$ cat src/rtl/clb_config_loader.sv
// Loads the 122-bit CLB configuration from a framed 5-word stream (4 payload words + XOR checksum).
// A frame reaches the active configuration bus only after its checksum matches, so the bus is never seen half-written.
module clb_config_loader #(
    parameter int CFG_BITS = 122,
    parameter int WORD     = 32
) (
    input  logic                register_clk,
    input  logic                register_reset,
    input  logic                start,
    input  logic                abort,
    input  logic [WORD-1:0]     cfg_word,
    input  logic                cfg_valid,
    output logic                cfg_ready,
    output logic [CFG_BITS-1:0] cfg_out,
    output logic                cfg_loaded,
    output logic                cfg_active,
    output logic                cfg_error,
    output logic                busy
);

    localparam int TOP_BITS = CFG_BITS - 3 * WORD;

    typedef enum logic [1:0] {
        IDLE = 2'd0,
        LOAD = 2'd1,
        DONE = 2'd2
    } state_t;

    state_t              state;
    logic [2:0]          word_cnt;
    logic [WORD-1:0]     xor_acc;
    logic [CFG_BITS-1:0] shadow;
    logic                accept;

    // Handshake: a word transfers on a rising edge where cfg_valid and cfg_ready are both high.
    // cfg_ready is a register (high exactly while in LOAD) and never looks at cfg_valid.
    assign accept = cfg_valid & cfg_ready;

    always_ff @(posedge register_clk or posedge register_reset) begin
        if (register_reset) begin
            state      <= IDLE;
            word_cnt   <= 3'd0;
            xor_acc    <= '0;
            shadow     <= '0;
            cfg_out    <= '0;
            cfg_ready  <= 1'b0;
            cfg_loaded <= 1'b0;
            cfg_active <= 1'b0;
            cfg_error  <= 1'b0;
            busy       <= 1'b0;
        end else begin
            cfg_loaded <= 1'b0;
            case (state)
                IDLE: begin
                    if (start) begin
                        state     <= LOAD;
                        word_cnt  <= 3'd0;
                        xor_acc   <= '0;
                        cfg_error <= 1'b0;
                        cfg_ready <= 1'b1;
                        busy      <= 1'b1;
                    end
                end
                LOAD: begin
                    if (abort) begin
                        state     <= IDLE;
                        cfg_ready <= 1'b0;
                        busy      <= 1'b0;
                    end else if (accept) begin
                        if (word_cnt == 3'd4) begin
                            cfg_ready <= 1'b0;
                            busy      <= 1'b0;
                            if (cfg_word == xor_acc) begin
                                cfg_out    <= shadow;
                                cfg_active <= 1'b1;
                                cfg_loaded <= 1'b1;
                                state      <= DONE;
                            end else begin
                                cfg_error <= 1'b1;
                                state     <= IDLE;
                            end
                        end else begin
                            // Word 3 only carries 26 live bits; its upper bits still feed the checksum.
                            case (word_cnt[1:0])
                                2'd0:    shadow[0*WORD +: WORD]        <= cfg_word;
                                2'd1:    shadow[1*WORD +: WORD]        <= cfg_word;
                                2'd2:    shadow[2*WORD +: WORD]        <= cfg_word;
                                default: shadow[CFG_BITS-1:3*WORD]     <= cfg_word[TOP_BITS-1:0];
                            endcase
                            xor_acc  <= xor_acc ^ cfg_word;
                            word_cnt <= word_cnt + 3'd1;
                        end
                    end
                end
                DONE: begin
                    state <= IDLE;
                end
                default: begin
                    state     <= IDLE;
                    cfg_ready <= 1'b0;
                    busy      <= 1'b0;
                end
            endcase
        end
    end

endmodule

$ cat config.mk
export PLATFORM = sky130hd
export DESIGN_NAME = clb_config_loader
export DESIGN_NICKNAME = d
export VERILOG_FILES = /design/src/rtl/clb_config_loader.sv
export SDC_FILE = /design/constraint.sdc
export NUM_CORES = 1
export LEC_CHECK = 0
export ABC_CLOCK_PERIOD_IN_PS = 11050
export BUFFER_PORTS_ARGS = -buffer_cell sky130_fd_sc_hd__buf_4
export CORE_ASPECT_RATIO = 0.7
export CORE_MARGIN = 4
export CORE_UTILIZATION = 50
export DETAILED_ROUTE_END_ITERATION = 16
export PLACE_DENSITY_LB_ADDON = 0.3
export RECOVER_POWER = 50
export SKIP_LAST_GASP = 1
export SYNTH_ARGS = -nofsm -noshare
export SYNTH_HDL_FRONTEND = slang
export SYNTH_SLANG_ARGS = --single-unit
export TNS_END_PERCENT = 20
$ cat constraint.sdc
create_clock -name register_clk -period 11.05 [get_ports register_clk]
set_input_delay 0.5525 -clock register_clk [delete_from_list [all_inputs] [get_ports register_clk]]
set_output_delay 0.5525 -clock register_clk [all_outputs]
set_load 0.05 [all_outputs]
* Word-level counts from Yosys, hierarchy flattened
Index checks and enable logic that the tools add are counted.
** Storage, ports and cells
- Input bits :: 37
- Register bits after elaboration :: 285
- Logic and storage cells :: 78
** Operators by class
- Reductions and logical operators :: 13
- Multiplexer cells :: 32
- Add/subtract/negate cells :: 1
- Bitwise gates (word level) :: 6
- Eq/ne operators :: 14
** Operator list (number)
- 32-bit two-way mux :: 4
- 32-bit case mux with 2 select lines :: 1
- 32-bit == test :: 1
- 32-bit XOR :: 1
- 5-bit AND reduction :: 6
- 1-bit two-way mux :: 14
- 3-bit two-way mux :: 4
- 2-bit != test (second input constant) :: 6
- 2-bit two-way mux :: 5
- 3-bit != test (second input constant) :: 2
- 3-bit case mux with 2 select lines :: 1
- 6-bit AND reduction :: 1
- 2-bit by 1-bit == test with 1-bit output (second input constant) :: 2
- 2-bit == test (second input constant) :: 2
- 2-bit zero test :: 2
- 1-bit inverter :: 4
- 2-bit case mux with 2 select lines :: 1
- 4-bit AND reduction :: 1
- 3-bit by 1-bit adder with 3-bit output (second input constant) :: 1
- 3-bit == test (second input constant) :: 1
- 1-bit case mux with 3 select lines :: 1
- 3-bit AND reduction :: 1
- 3-bit OR reduction :: 1
- 1-bit case mux with 2 select lines :: 1
- other kinds (2) :: 2

* Logic depth before layout (Yosys ltp)
- Depth in word-level cells :: 6
- Gate-level depth with buffers :: 8
- Mapped depth without buffers :: 7

* Least setup slack after synthesis
OpenSTA, ideal clock, no wires.
- Path type :: register to register
- Start point :: reg, netlist name busy
- End point :: reg shadow[0]
- Setup time :: 0.125 ns
- Clock period less this slack :: 2.315 ns
- Slack :: 8.735 ns
- Arrival :: 2.190 ns
- Stages on the path, launching flop included :: 8
- Cells stage by stage :: dfrtp_1 and4b_1 nand2_1 a21oi_2 and2_1 clkbuf_1 buf_4 mux2_2
** RTL lines
- end signal, assigned by index :: RTL line 85 : 2'd0: shadow[0*WORD +: WORD] <= cfg_word;
- end signal, assigned by index :: RTL line 86 : 2'd1: shadow[1*WORD +: WORD] <= cfg_word;
- end signal, assigned by index :: RTL line 87 : 2'd2: shadow[2*WORD +: WORD] <= cfg_word;
- end, declared :: RTL line 32 : logic [CFG_BITS-1:0] shadow;

==> run summary <==
status = complete, but fails checks
failing checks = max-capacitance violations, max-slew violations
Clock Root Buffer = clkbuf_16
vias = 6634
post-synth top area cell = dfrtp_1
Final setup violation count = 0
period utilization = 41.3%
Synth cell types = 28
WP data arrival = 5070 ps
Syn Inst Count = 776
CP Depth = 3
Cell Count Post-Placement = 1189
Setup crit start kind = primary input
Detailed Route WL = 23.4 mm
initial drt markers = 412
worst-case clock skew = 18.7 ps
Reg-to-Reg Start = xor_acc[18]$_DFFE_PP0P_
number of global-route vias before repair = 6677
Setup crit start = register_reset
total die area = 25000 sq um
grt ovf = 0
CP peak stage delay = 3110 ps
first-pass GRT wire length = 37.7 mm
hold wc startpoint = cfg_word[26]
Synth Register Bits = 285
CTS Buffer Depth = 3
Total Routing Usage GR = 18.6%
Worst Setup End Kind = asynchronous set/reset pin
Worst path slowest cell = clkinvlp_2
# nets final = 977
syn_nets = 817
worst hold path type = in2reg
Final Slew Violations = 159
chip width = 187 um
DR vias/cell = 5.36
PD cells = 187 nW/um^2
clock sinks = 285
CTS tree = built
CP Capture Point = shadow[9]$_DFFE_PP0P_
Synth Area per Inst = 14.5 sq um
Max-slew headroom = -277%
flop2flop setup slack = 7520 ps
number of synthesized flops with an enable pin = 0
Seq/Total Area, Yosys = 63.5%
Final ANT Viol Nets = 0
layout cells sized above 1 = 29.9%
initial antenna violation count = 0
Std-Cell Core Area = 21900 sq um
Yosys warnings = 0
Worst-path clk slew = 60 ps
Std-Cell Rows = 45
Worst EP required = 11550 ps
htree depth = 1
Async S/R FF share, synth = 100%
clock period minus worst slack = 4570 ps
ANT cells = 0
Cell Chain, Critical Path = clkbuf_4, clkinvlp_2, buf_4
LEAKAGE = 6.40 nW
placed wire-length estimate = 14.7 mm
Reg2Reg Depth = 6
fin cells = 1238
Hold Buf Count CTS = 0
Synth area leaders = dfrtp_1, mux2_2, mux2_1, o21ai_0, xnor2_1
total negative slack = 0 ps
largest net degree at the start of global routing = 132
DRC viols = 0
Synth top cells by count = dfrtp_1, mux2_2, o21ai_0, mux2_1, nand2_1
Num CTS Buffers = 27
IO Count = 164
MaxCap Viol Count = 2
crit-path max FO = 131
mapped cell area = 11200 sq um
port bufs = 163
hold violation total from the final report = 0
number of detailed-route iterations in the first pass = 4
area share of the largest cell type after synthesis = 63.5%
post-CTS setup buffer count = 0
Initial Util = 51.3%
Largest delay share family, worst path = buffers and inverters
Setup CP Type = in2async
synthesis-to-finish area growth = 16.6%
most numerous cell in the Yosys netlist = dfrtp_1
worst slew pin tran = 5630 ps
die height = 133 um
routability cong. = 0.747
Clock Latency Late Sink = 530 ps
Peak supply drop = 0.000118 V
ys flop type = dfrtp_1
worst path bufs/invs = 3
reg2reg end = cfg_out[88]$_DFFE_PP0P_
CTS resizes = 0
RSZ-0062 raised after global routing = no
FMAX = 219 MHz
routed len/inst = 18.9 um
[worst min path at each step]
stage               cells after the start  slack (ps)                      end
floorplan                               1         450  cfg_out[87]$_DFFE_PP0P_
global placement                        1         450   cfg_active$_DFFE_PP0P_
detailed placement                      1         460   cfg_active$_DFFE_PP0P_
CTS                                     2         260   shadow[21]$_DFFE_PP0P_
global route                            3         300  xor_acc[18]$_DFFE_PP0P_
finish                                  3         320  xor_acc[26]$_DFFE_PP0P_
[layer usage]
layer | up-vias | part of all wire [%] | global-route usage, %
met5 | - | 0 | 0
li1 | 3022 | - | -
met2 | 168 | 44 | 27.5
met4 | 0 | 0.94 | 2.46
met1 | 3426 | 49 | 29.1
met3 | 18 | 5.9 | 3.95
[power breakdown]
group / internal (mW) / switching [mW]
Clock: 0.549 / 0.383
Combinational: 0.134 / 0.109
Sequential: 1.19 / 0.0766
[metrics by stage]
| stage | util, % | instance area, sq um | hold WS (ps) | worst slack [ps] | power [mW] |
|---|---|---|---|---|---|
| 6_report | 59.8 | 13100 | 318 | 6480 | 2.44 |
| 5_1_grt | 59.8 | 13100 | 299 | 5400 | 2.56 |
| 4_1_cts | 62.0 | 13600 | 258 | 7630 | 2.47 |
| 3_5_place_dp | 57.9 | 12700 | 461 | 7320 | 1.54 |
| 3_3_place_gp | 57.9 | 12700 | 454 | 7340 | 1.52 |
| 2_1_floorplan | - | 11200 | 452 | 2630 | 1.45 |
[area by class of cell]
cell class	instances	area, sq um
sequential	285	7130
clock inverter	10	133
inverter	6	23.8
clock buffer	39	761
multi-input combinational	449	3920
tap	282	353
timing repair buffer	167	777
fill	1828	8810
[flip-flops by register name, summed over array words and instances (netlist names), 2 cells and up]
signal and flops:
state 2, shadow 122, xor_acc 32, word_cnt 3, cfg_out 122
[cells by family after synthesis]
group | after synthesis | synth area share [%]
fa+ha+maj | 4 | 0.446
mux | 245 | 24.6
simple gates | 94 | 3.74
xor+xnor | 32 | 2.50
flops | 285 | 63.5
buf+inv | 42 | 1.77
compound gates | 74 | 3.49
[worst reg2reg max path, stage by stage (launching register included)]
cell     delay, ps
dfrtp_1        400
xnor2_1        280
nand4_1        180
nor4_1         540
nand3_4        770
buf_4          750
mux2_1         480
[cells in the final DEF, fill, tap and decap left out]
master,instances
clkbuf_16,27
and3_1,1
nor2_1,34
nand3_1,3
and4b_1,1
xnor2_1,32
and2_2,1
mux2_2,198
a41oi_1,1
mux2_1,47
nor4_2,1
nand4_1,8
inv_6,2
ha_1,4
o21ai_0,66
a22o_1,3
a21oi_4,1
clkinv_2,5
a21oi_1,2
clkbuf_4,1
buf_4,39
a21o_1,1
clkbuf_8,4
nand2_1,38
dfrtp_1,285
inv_1,5
nand2_2,2
nand3_4,1
clkbuf_1,135
clkinvlp_2,1
bufinv_16,3
nor4_1,1
nand3b_1,1
nand2b_1,2
(Power assumes the default switching activity.)
